--- config.mk ---
export PLATFORM = sky130hd
export DESIGN_NAME = button_conditioner
export DESIGN_NICKNAME = d
export VERILOG_FILES = /design/src/rtl/button_conditioner.sv
export SDC_FILE = /design/constraint.sdc
export NUM_CORES = 1
export LEC_CHECK = 0
export CAP_MARGIN = 10
export CORE_UTILIZATION = 55
export DETAILED_ROUTE_END_ITERATION = 10
export GPL_TIMING_DRIVEN = 0
export PLACE_DENSITY = 0.71
export SYNTH_ARGS = -nofsm -noshare
export SYNTH_HDL_FRONTEND = slang
export SYNTH_SLANG_ARGS = --single-unit
--- constraint.sdc ---
create_clock -name clk -period 4 [get_ports clk]
set_input_delay 1.2 -clock clk [delete_from_list [all_inputs] [get_ports clk]]
set_output_delay 1.2 -clock clk [all_outputs]
set_load 0.005 [all_outputs]
--- src/rtl/button_conditioner.sv ---
// Push-button conditioner: per-channel synchroniser, debounce FSM, one-clock press
// pulse and long-press auto-repeat, with registered level/pulse outputs.
module button_conditioner #(
  parameter int N_BTN           = 3,
  parameter int SYNC_STAGES     = 2,
  parameter int DEBOUNCE_CYCLES = 500000,
  parameter int REPEAT_DELAY    = 25000000,
  parameter int REPEAT_PERIOD   = 5000000,
  parameter int CNT_W           = 26
) (
  input  logic             clk,
  input  logic             rst_n,
  input  logic [N_BTN-1:0] btn_in,
  input  logic             en,
  input  logic [N_BTN-1:0] repeat_en,
  output logic [N_BTN-1:0] btn_level,
  output logic [N_BTN-1:0] btn_pulse,
  output logic             any_pulse
);

  // Terminal counts: a counter sitting at X_LAST has seen X samples/cycles.
  localparam logic [CNT_W-1:0] DB_LAST     = CNT_W'(DEBOUNCE_CYCLES - 1);
  localparam logic [CNT_W-1:0] DELAY_LAST  = CNT_W'(REPEAT_DELAY - 1);
  localparam logic [CNT_W-1:0] PERIOD_LAST = CNT_W'(REPEAT_PERIOD - 1);

  typedef enum logic [2:0] {
    IDLE,
    DB_PRESS,
    HELD,
    REPEAT,
    DB_RELEASE
  } state_t;

  logic [N_BTN-1:0] pulse_d;

  for (genvar i = 0; i < N_BTN; i++) begin : g_ch
    logic [SYNC_STAGES-1:0] sync_q;
    logic                   s;
    state_t                 state_q, state_d;
    logic [CNT_W-1:0]       cnt_q, cnt_d, cnt_inc;
    logic                   level_q, level_d;
    logic                   pulse_raw;

    // NOTE: sequential state uses non-blocking assignments so every flop samples
    // pre-edge values, independent of the order the blocks are evaluated in.
    always_ff @(posedge clk or negedge rst_n) begin
      if (!rst_n) begin
        sync_q <= '0;
      end else begin
        sync_q <= {sync_q[SYNC_STAGES-2:0], btn_in[i]};
      end
    end

    assign s = sync_q[SYNC_STAGES-1];

    always_ff @(posedge clk or negedge rst_n) begin
      if (!rst_n) begin
        state_q <= IDLE;
        cnt_q   <= '0;
        level_q <= 1'b0;
      end else begin
        state_q <= state_d;
        cnt_q   <= cnt_d;
        level_q <= level_d;
      end
    end

    assign cnt_inc = (cnt_q == '1) ? cnt_q : cnt_q + CNT_W'(1);

    // NOTE: every output of this block is given a default first, so no path can
    // leave a signal unassigned and infer a latch.
    always_comb begin
      state_d   = state_q;
      cnt_d     = cnt_q;
      level_d   = level_q;
      pulse_raw = 1'b0;
      unique case (state_q)
        IDLE: begin
          if (s) begin
            state_d = DB_PRESS;
            cnt_d   = '0;
          end
        end
        DB_PRESS: begin
          if (!s) begin
            state_d = IDLE;
            cnt_d   = '0;
          end else if (cnt_q == DB_LAST) begin
            state_d   = HELD;
            level_d   = 1'b1;
            pulse_raw = 1'b1;
            cnt_d     = '0;
          end else begin
            cnt_d = cnt_inc;
          end
        end
        HELD: begin
          // With repeat disabled the counter simply holds its value.
          if (!s) begin
            state_d = DB_RELEASE;
            cnt_d   = '0;
          end else if (repeat_en[i]) begin
            if (cnt_q == DELAY_LAST) begin
              state_d   = REPEAT;
              pulse_raw = 1'b1;
              cnt_d     = '0;
            end else begin
              cnt_d = cnt_inc;
            end
          end
        end
        REPEAT: begin
          if (!s) begin
            state_d = DB_RELEASE;
            cnt_d   = '0;
          end else if (!repeat_en[i]) begin
            state_d = HELD;
            cnt_d   = '0;
          end else if (cnt_q == PERIOD_LAST) begin
            pulse_raw = 1'b1;
            cnt_d     = '0;
          end else begin
            cnt_d = cnt_inc;
          end
        end
        DB_RELEASE: begin
          // A bounce back to 1 returns to HELD without a fresh press pulse.
          if (s) begin
            state_d = HELD;
            cnt_d   = '0;
          end else if (cnt_q == DB_LAST) begin
            state_d = IDLE;
            level_d = 1'b0;
            cnt_d   = '0;
          end else begin
            cnt_d = cnt_inc;
          end
        end
        default: begin
          state_d = IDLE;
          cnt_d   = '0;
          level_d = 1'b0;
        end
      endcase
    end

    assign btn_level[i] = level_q;
    assign pulse_d[i]   = pulse_raw & en;
  end

  // Masked pulses are dropped here, so the FSMs never see en.
  always_ff @(posedge clk or negedge rst_n) begin
    if (!rst_n) begin
      btn_pulse <= '0;
      any_pulse <= 1'b0;
    end else begin
      btn_pulse <= pulse_d;
      any_pulse <= |pulse_d;
    end
  end

endmodule

==> impl_results.md, run 1 <==
- Status: finished, final reports clean
- Endpoints failing hold: 0
- Final Cycle Share: 84.56%
- Clk buf depth: 2
- CP arrival: 3.66 ns
- Power density over cell area: 306.7 nW/um^2
- Leading area contributor after synthesis: dfrtp_1
- Final worst path period need: roughly 3.4 ns
- N_diodes: 0
- Final net count: 685
- P_int: between 1 and 1.5 mW
- Core area: between 9000 and 10000 sq um
- Fmax: 295.7 MHz
- Gate power share: 6.7%
- Max-cap violation count: 0
- Max Slew Vio Count: 0
- Avg Inst Size Synth: 8.900 sq um
- Clk_lat worst skew: 0.39 ns
- Synth top area share: between 40 and 50%
- Flops & latches, synth: 100
- Critical-path cell list: clkdlybuf4s50_1 > and3b_1 > o21ai_0 > o311ai_1 > nor2_1 > nand3_1 > xor2_1 > nor2_1
- Post-CTS Hold Fix Bufs: 0
- H-tree depth reported by CTS: 3
- Vias in the first global route: 4657
- Area grow syn2layout: 9.989%
- Seq pwr share: 53.6%
- Hold Crit Endpoint: g_ch[2].sync_q[1]$_DFF_PN0_
- Most frequent cells in the layout: 100 x nor2_1, 100 x dfrtp_1, 53 x nand2_1
- Post-route ant nets: 0
- Die area: 10870 sq um
- Global-route wire length before repair: 22.30 mm
- Cells after synthesis: roughly 650
- TritonCTS Buffers: 9
- Max FO, Critical Path: 6
- Fin Setup TNS: 0 ns
- Cts repair resizes: 0
- Count of cell types in the netlist: 67
- RR Endpoint: g_ch[0].cnt_q[19]$_DFFE_PN0P_
- Top delay family on crit path: compound AO/OA/AOI/OAI gates
- EDFF count, synth: 0
- Crit path launch: repeat_en[0]
- Root Driver: clkbuf_8
- Vias per std cell: 5.974
- Leak: 2.493 nW
- CP most frequent cell: nor2_1
- DR pass1 iterations: 7
- Layout cell share with drive strength beyond 1: under 10%
- Gr usage total: 25.19%
- Starting Density: 57.76%
- R2r setup slk: 0.72 ns
- Final instance count without filler cells: 811
- Syn nets: 658
- Main synth FF type: dfrtp_1
- Crit. End Element: flop
- Ys async rst share: 100.0%
- Inst Count DP: 795
- Post-Syn Area: between 5000 and 6000 sq um
- DR WL/cell: 15.63 um
- Buf/Inv on CP: 1
- Crit Path Class: input port to flop
- Routability congestion estimate: between 0.9 and 1
- Worst reg2reg startpoint: g_ch[0].cnt_q[18]$_DFFE_PN0P_
- Largest net degree at the start of global routing: 70
- Synth warn: 0
- # rows: 36
- Worst-path clk slew: 0.09 ns
- Seq/Total Area, Yosys: 43.53%
- Final setup violation count: 0
- GR Overflow Total: 0
- Clock sink count: 100
- Initial antenna violation count: 0
- Switching pwr: 0.4530 mW
- RSZ-0062 raised after global routing: no
- Max transition margin: 27.13%
- Hold Crit Depth: 0
- CTS tree: yes
- Post-CTS Setup Inserts: 0
- Die Ht: between 100 and 150 um
- Sw frac: 23.35%
- Die width: ~100 um
- Skew final: ~0.011 ns
- Slowest CP cell: o21ai_0
- Ranking of synthesized cells by area: dfrtp_1 44%, nor2_1 6.5%, xor2_1 5.0%
- Clock Power Share: 39.7%
- Post-DP HPWL: 9.209 mm
- Total wire length: roughly 13 mm
- DR DRC count: 0
- Port Buffers: 15
- CP Launch Type: input port
- Min-Delay Path Class: flop to flop
- 1st-iter DRT viols: 312
- Worst EP required: 4.28 ns
- Hold Crit Start: g_ch[2].sync_q[0]$_DFF_PN0_
- Worst Max-Slew Pin Slew: 1.083 ns
- I/O pin total: 16
- Maximum VDD drop: 249.6 uV
- DR vias: 4845
- Delay of the slowest critical-path stage: between 0.5 and 0.6 ns
- R2R cell count: 9
==> how the worst max path moves through the flow <==
stage	end	slack (ns)	cells after the start
finish	g_ch[0].cnt_q[23]$_DFFE_PN0P_	0.62	8
global route	g_ch[0].cnt_q[19]$_DFFE_PN0P_	0.35	8
CTS	g_ch[0].cnt_q[23]$_DFFE_PN0P_	0.62	8
detailed placement	g_ch[0].cnt_q[23]$_DFFE_PN0P_	0.21	8
global placement	g_ch[1].cnt_q[0]$_DFFE_PN0P_	-1.97	1
floorplan	g_ch[2].cnt_q[21]$_DFFE_PN0P_	1.14	7
==> power by group through the flow <==
stage | logic, mW | registers (mW) | clock network (mW)
after floorplan | 0.0780 | 1.06 | 0
after global placement | 0.125 | 1.06 | 0
after detailed placement | 0.132 | 1.06 | 0
after CTS | 0.133 | 1.04 | 0.783
after global routing | 0.148 | 1.04 | 0.822
final | 0.130 | 1.04 | 0.770
==> worst reg2reg max path: stages (launching register included) <==
cell and delay (ns):
dfrtp_1 0.34, buf_2 0.18, or3b_2 0.45, nor4_1 0.56, nand3_1 0.25, a2bb2oi_1 0.24, nand2_1 0.14, nor2_1 0.60
buf_2 0.34, nor2_1 0.08
==> synth_stat cells (3+ instances only) <==
master / count
inv_1: 14
nor2_1: 100
a31o_2: 3
nor4b_1: 4
nand2b_1: 8
and4_1: 8
o21ai_0: 16
mux2i_1: 6
a41oi_1: 5
or3_1: 6
a21oi_1: 28
nor4_1: 13
dfrtp_1: 100
ha_1: 3
buf_2: 4
nand4b_1: 3
nor3_1: 23
nand3_1: 43
xor2_1: 33
nand2_1: 53
nor2b_1: 6
buf_4: 3
clkbuf_1: 12
nor4bb_1: 5
and2_1: 7
and3_1: 17
xnor2_1: 22
buf_6: 3
o211ai_1: 3
a31oi_1: 16
nand4_1: 25
or2_2: 6
nand3b_1: 4
o21a_1: 3
==> flip-flops by register name, summed over array words and instances, names as in the netlist <==
signal and cells:
g_ch.cnt_q 78, any_pulse 1, g_ch.state_q 9, btn_pulse 3
g_ch.level_q 3, g_ch.sync_q 6
==> through the flow <==
step / util [%] / total power [mW] / hold slack [ns] / worst slack [ns] / cell area, sq um
3_5_place_dp: 61.19 / 1.192 / 0.3347 / 0.2074 / 6091
2_1_floorplan: - / 1.135 / 0.3312 / 1.140 / 5749
6_report: 63.52 / 1.940 / 0.3542 / 0.6178 / 6324
5_1_grt: 63.52 / 2.014 / 0.3757 / 0.3506 / 6324
4_1_cts: 63.52 / 1.956 / 0.3558 / 0.6238 / 6324
3_3_place_gp: 60.94 / 1.185 / 0.3330 / -1.969 / 6066
==> layout make-up <==
type                    instances  area [sq um]
plain buffers                  22         121.4
fillers                       864          3631
well taps                     133         166.4
clock buffers                  12         135.1
inverters                      14         52.55
flip-flops and latches        100          2502
clock inverters                 4         97.59
repair buffers                 16         175.2
multi-input cells             510          3073
==> logic make-up after synthesis <==
group,count (synthesis),synth area share [%]
AOI/OAI and AO/OA,96,11.25
muxes,6,1.045
and+or+nand+nor,350,32.12
DFF,100,43.53
adders and majority gates,3,0.6530
buffers and inverters,36,3.025
xor gates and xnor gates,55,8.379
==> layer usage <==
layer  wire length (um)  up-vias  GRT usage, %  share of wire (%)
met5                  0        -             0                  0
met4                 99        0         5.102               0.78
met3                703       10         6.516                5.5
met2               5880      118         39.62                 46
met1               5994     2336         35.28                 47
li1                   -     2381             -                  -
Note: power is estimated with default switching activity, not from simulation.
==> inputs of run 2 (changes only) <==
==> constraint.sdc (replaced) <==
create_clock -name clk -period 3.35 [get_ports clk]
set_input_delay 1.005 -clock clk [delete_from_list [all_inputs] [get_ports clk]]
set_output_delay 1.005 -clock clk [all_outputs]
set_load 0.005 [all_outputs]
==> impl_results.md, run 2 (synthesis results as in run 1) <==
- Layout cell share with drive strength beyond 1: 6.932%
- # rows: 36
- Die Ht: 104.2 um
- Post-DP HPWL: between 9 and 10 mm
- Largest register by flop count: g_ch.cnt_q
- Maximum VDD drop: ~300 uV
- Switching pwr: around 0.54 mW
- Pre-CTS setup slack: -0.2476 ns
- Fin Hold WS: between 0.3 and 0.4 ns
- Status: finished, final reports clean
- Util after Layout: roughly 64%
- Worst Max-Slew Pin Slew: 1.068 ns
- Delay of the slowest critical-path stage: around 0.56 ns
- H-tree depth reported by CTS: 3
- CTS tree: yes
- Slowest CP cell: nor4_1
- Clk_lat worst skew: roughly 0.38 ns
- Endpoints failing hold: 0
- Worst EP required: 3.62 ns
- TritonCTS Buffers: 9
- Worst reg2reg startpoint: g_ch[0].cnt_q[18]$_DFFE_PN0P_
- Fmax: 323.4 MHz
- DR pass1 iterations: 5
- Crit Path Class: flop to flop
- DP Area: between 6000 and 7000 sq um
- Final total power: 2.312 mW
- RSZ-0062 raised after global routing: no
- CP arrival: 3.36 ns
- Initial antenna violation count: 0
- P_int: ~1.8 mW
- Worst-path clk slew: 0.09 ns
- Area grow syn2layout: 10.14%
- Die area: ~11000 sq um
- Final setup violation count: 0
- 1st-iter DRT viols: 334
- Max FFs per register: between 70 and 80
- N_diodes: 0
- Final Cycle Share: 92.31%
- Vias in the first global route: 4657
- Gr usage total: 25.19%
- Cts repair resizes: 0
- Final instance count without filler cells: 811
- Post-CTS Setup Inserts: 0
- Post-route ant nets: 0
- Fin Setup TNS: 0 ns
- Final instance area: 6332 sq um
- DR DRC count: 0
- Sw frac: a little under a quarter
- Min-Delay Path Class: flop to flop
- CP most frequent cell: buf_2
- CP Launch Type: flop
- Global-route wire length before repair: 22.30 mm
- Final worst path period need: 3.092 ns
- Critical path endpoint: g_ch[0].cnt_q[19]$_DFFE_PN0P_
- Crit path launch: g_ch[0].cnt_q[18]$_DFFE_PN0P_
- Starting Density: 57.76%
- Leak: 2.493 nW
- Max transition margin: 28.13%
- Root Driver: clkbuf_8
- Total wire length: 12.75 mm
- GR Overflow Total: 0
- DR vias: ~4800
- Clock Power Share: 39.6%
- R2r setup slk: 0.26 ns
- Crit. End Element: flop
- Post-CTS Hold Fix Bufs: 0
- Power density over cell area: 365.1 nW/um^2
- Clk buf depth: 2
- Seq pwr share: between 50% and 60%
- Max Slew Vio Count: 0
- Final net count: 685
- Port Buffers: 15
- Gate power share: 6.7%
- Slack of the critical path: 0.2577 ns
- Die width: between 100 and 150 um
- Largest net degree at the start of global routing: 70
- Most frequent cells in the layout: 100 x dfrtp_1, 99 x nor2_1, 53 x nand2_1
- Skew final: 0.01119 ns
- Max FO, Critical Path: 10
- Clock sink count: 100
- Critical-path cell list: buf_2 > or3b_2 > nor4_1 > nand3_1 > a2bb2oi_1 > nand2_1 > nor2_2 > buf_2 > nor2_1
- RR Endpoint: g_ch[0].cnt_q[19]$_DFFE_PN0P_
- Inst Count DP: about 800
- Core area: 9955 sq um
- Most common cell after layout, fill and taps aside: dfrtp_1
- I/O pin total: 16
- R2R cell count: 9
- Vias per std cell: 5.958
- Routability congestion estimate: slightly above 0.9
- Max-cap violation count: 0
- DR WL/cell: ~16 um
- Top Registers: g_ch.cnt_q (78), g_ch.state_q (9), g_ch.sync_q (6)
[run 2: cell types whose count changed in the layout (fill, tap and decap cells not counted)]
cell	delta
o21ai_1	+1
nor2_1	-1
o21ai_0	-1
nor2_2	+1
nor4_2	+1
nor4_1	-1
[run 2: critical path: cells and delay by family, from the launching register on]
family                 cells  cell delay [ns]
flip-flops                 1             0.34
AO/OA/AOI/OAI              1             0.24
buffers and inverters      2             0.48
AND/OR/NAND/NOR            6             1.92
[run 2: area by class of cell]
class	instances	area [sq um]
multi-input combinational	510	3082
timing repair buffer	16	175.2
sequential	100	2502
buffer	22	121.4
fill	866	3622
clock inverter	4	97.59
tap	133	166.4
clock buffer	12	135.1
inverter	14	52.55
[run 2: power groups by stage]
stage	Sequential, mW	Clock [mW]	Combinational, mW
3_3_place_gp	1.27	0	0.149
4_1_cts	1.24	0.935	0.158
6_report	1.24	0.914	0.156
5_1_grt	1.25	0.982	0.178
3_5_place_dp	1.27	0	0.158
2_1_floorplan	1.26	0	0.0932
[run 2: worst min path at each step]
| stage | start | end | slack [ns] | cells after the start |
|---|---|---|---|---|
| global placement | g_ch[1].sync_q[0]$_DFF_PN0_ | g_ch[1].sync_q[1]$_DFF_PN0_ | 0.33 | 0 |
| global route | g_ch[1].sync_q[0]$_DFF_PN0_ | g_ch[1].sync_q[1]$_DFF_PN0_ | 0.38 | 0 |
| floorplan | g_ch[0].sync_q[0]$_DFF_PN0_ | g_ch[0].sync_q[1]$_DFF_PN0_ | 0.33 | 0 |
| CTS | g_ch[2].sync_q[0]$_DFF_PN0_ | g_ch[2].sync_q[1]$_DFF_PN0_ | 0.36 | 0 |
| detailed placement | g_ch[2].sync_q[0]$_DFF_PN0_ | g_ch[2].sync_q[1]$_DFF_PN0_ | 0.33 | 0 |
| finish | g_ch[2].sync_q[0]$_DFF_PN0_ | g_ch[2].sync_q[1]$_DFF_PN0_ | 0.35 | 0 |
[run 2: routing by layer]
metal	GRT usage [%]	wire length, um
met5	0	0
met4	5.102	85
met3	6.516	636
met2	39.62	5919
met1	35.28	6112
==> inputs of run 3 (changes only) <==
--- a/config.mk
+++ b/config.mk
@@ -5,11 +5,13 @@
 export SDC_FILE = /design/constraint.sdc
 export NUM_CORES = 1
 export LEC_CHECK = 0
+export ABC_AREA = 0
 export CAP_MARGIN = 10
 export CORE_UTILIZATION = 55
 export DETAILED_ROUTE_END_ITERATION = 10
 export GPL_TIMING_DRIVEN = 0
 export PLACE_DENSITY = 0.71
+export SLEW_MARGIN = 20
 export SYNTH_ARGS = -nofsm -noshare
 export SYNTH_HDL_FRONTEND = slang
 export SYNTH_SLANG_ARGS = --single-unit
==> impl_results.md, run 3 (synthesis results as in run 1) <==
- Gr usage total: 25.19%
- Status: finished, final reports clean
- I/O pin total: 16
- DR DRC count: 0
- Max FFs per register: 78
- H-tree depth reported by CTS: 3
- Die Ht: 104.2 um
- Global-route wire length before repair: 22.29 mm
- Maximum VDD drop: 296.3 uV
- Critical-path cell list: buf_2 > or3b_2 > nor4_1 > nand3_1 > a2bb2oi_1 > nand2_1 > nor2_2 > buf_2 > nor2_1
- Total wire length: 12.73 mm
- Post-CTS Setup Inserts: 0
- Clock sink count: 100
- # rows: 36
- Delay of the slowest critical-path stage: between 0.5 and 0.6 ns
- CP Launch Type: flop
- DR vias: 4830
- Final instance count without filler cells: around 810
- Worst-path clk slew: approximately 0.090 ns
- 1st-iter DRT viols: a little over 300
- Power density over cell area: 365.1 nW/um^2
- Worst EP required: around 3.6 ns
- Max-cap violation count: 0
- N_diodes: 0
- DP Area: 6095 sq um
- Fin Setup TNS: 0 ns
- Post-route ant nets: 0
- Inst Count DP: 795
- Max Slew Vio Count: 0
- Pre-CTS setup slack: -0.2476 ns
- DR WL/cell: 15.70 um
- Fmax: 323.1 MHz
- Initial antenna violation count: 0
- Starting Density: 57.76%
- Root Driver: clkbuf_8
- Most frequent cells in the layout: 100 x dfrtp_1, 99 x nor2_1, 53 x nand2_1
- Die area: 10870 sq um
- Max FO, Critical Path: 10
- Final total power: 2.314 mW
- Endpoints failing hold: 0
- TritonCTS Buffers: 9
- Vias per std cell: around 6
- Layout cell share with drive strength beyond 1: under 10%
- GR Overflow Total: 0
- Crit. End Element: flop
- Largest net degree at the start of global routing: 69
- Crit Path Class: flop to flop
- Slowest CP cell: nor4_1
- Vias in the first global route: 4657
- Die width: between 100 and 150 um
- Top Registers: g_ch.cnt_q (78), g_ch.state_q (9), g_ch.sync_q (6)
- RSZ-0062 raised after global routing: no
- Routability congestion estimate: 0.9281
- CP arrival: 3.37 ns
- Post-CTS Hold Fix Bufs: 0
- Final worst path period need: 3.095 ns
- Min-Delay Path Class: flop to flop
- Max transition margin: 29.46%
- Skew final: 0.01203 ns
- CTS tree: yes
- Largest register by flop count: g_ch.cnt_q
- Final setup violation count: 0
- CP most frequent cell: buf_2
- Post-DP HPWL: just over 9 mm
- Clk_lat worst skew: 0.39 ns
- DR pass1 iterations: 5
- Core area: approximately 10000 sq um
- Final instance area: 6336 sq um
- Final Cycle Share: between 90 and 100%
- Clk buf depth: 2
- Slack of the critical path: 0.2551 ns
- Worst Max-Slew Pin Slew: 1.048 ns
- Final net count: 685
- Util after Layout: 63.65%
- Leak: 2.495 nW
- Area grow syn2layout: 10.21%
- Port Buffers: 15
- R2r setup slk: 0.26 ns
- Most common cell after layout, fill and taps aside: dfrtp_1
- Fin Hold WS: 0.3538 ns
run 3: changes by cell type in the layout (fill, tap and decap cells not counted):
cell	delta
buf_4	-1
buf_6	+1
run 3: path summary, 6_finish.rpt:
path,end,depth (start not counted),start
min in group asynchronous,g_ch[0].cnt_q[25]$_DFFE_PN0P_,1,rst_n
max,g_ch[0].cnt_q[19]$_DFFE_PN0P_,9,g_ch[0].cnt_q[18]$_DFFE_PN0P_
max in group asynchronous,g_ch[2].cnt_q[8]$_DFFE_PN0P_,2,rst_n
min reg2reg,g_ch[2].sync_q[1]$_DFF_PN0_,0,g_ch[2].sync_q[0]$_DFF_PN0_
min,g_ch[2].sync_q[1]$_DFF_PN0_,0,g_ch[2].sync_q[0]$_DFF_PN0_
max reg2reg,g_ch[0].cnt_q[19]$_DFFE_PN0P_,9,g_ch[0].cnt_q[18]$_DFFE_PN0P_
run 3: timing repair:
action | CTS | global route
hold endpoints to repair | 0 | 0
gates resized for setup | 0 | 3
endpoints found under the setup margin | 0 | 29
run 3: layout make-up:
cell class	count	area, sq um
buffer	22	121.4
timing repair buffer	16	178.9
clock buffer	12	135.1
inverter	14	52.55
tap	133	166.4
multi-input combinational	510	3082
clock inverter	4	97.59
fill	866	3618
sequential	100	2502
run 3: metal layers:
| metal | global-route usage (%) | part of all wire (%) | vias up |
|---|---|---|---|
| met5 | 0 | 0 | - |
| met4 | 5.102 | 0.73 | 0 |
| met3 | 6.516 | 5.3 | 9 |
| met2 | 39.57 | 47 | 119 |
| met1 | 35.32 | 47 | 2316 |
| li1 | - | - | 2386 |
run 3: where the power goes:
part	total, mW	leakage, nW	internal [mW]	switching (mW)
sequential	1.24	1.37	1.22	0.0185
combinational	0.156	1.01	0.0551	0.101
clock	0.916	0.111	0.497	0.419
run 3: critical path, delay by kind of cell (launching register included):
family | cells | cell delay, ns
DFF | 1 | 0.34
and+or+nand+nor | 6 | 1.92
AOI/OAI and AO/OA | 1 | 0.24
buffers and inverters | 2 | 0.48
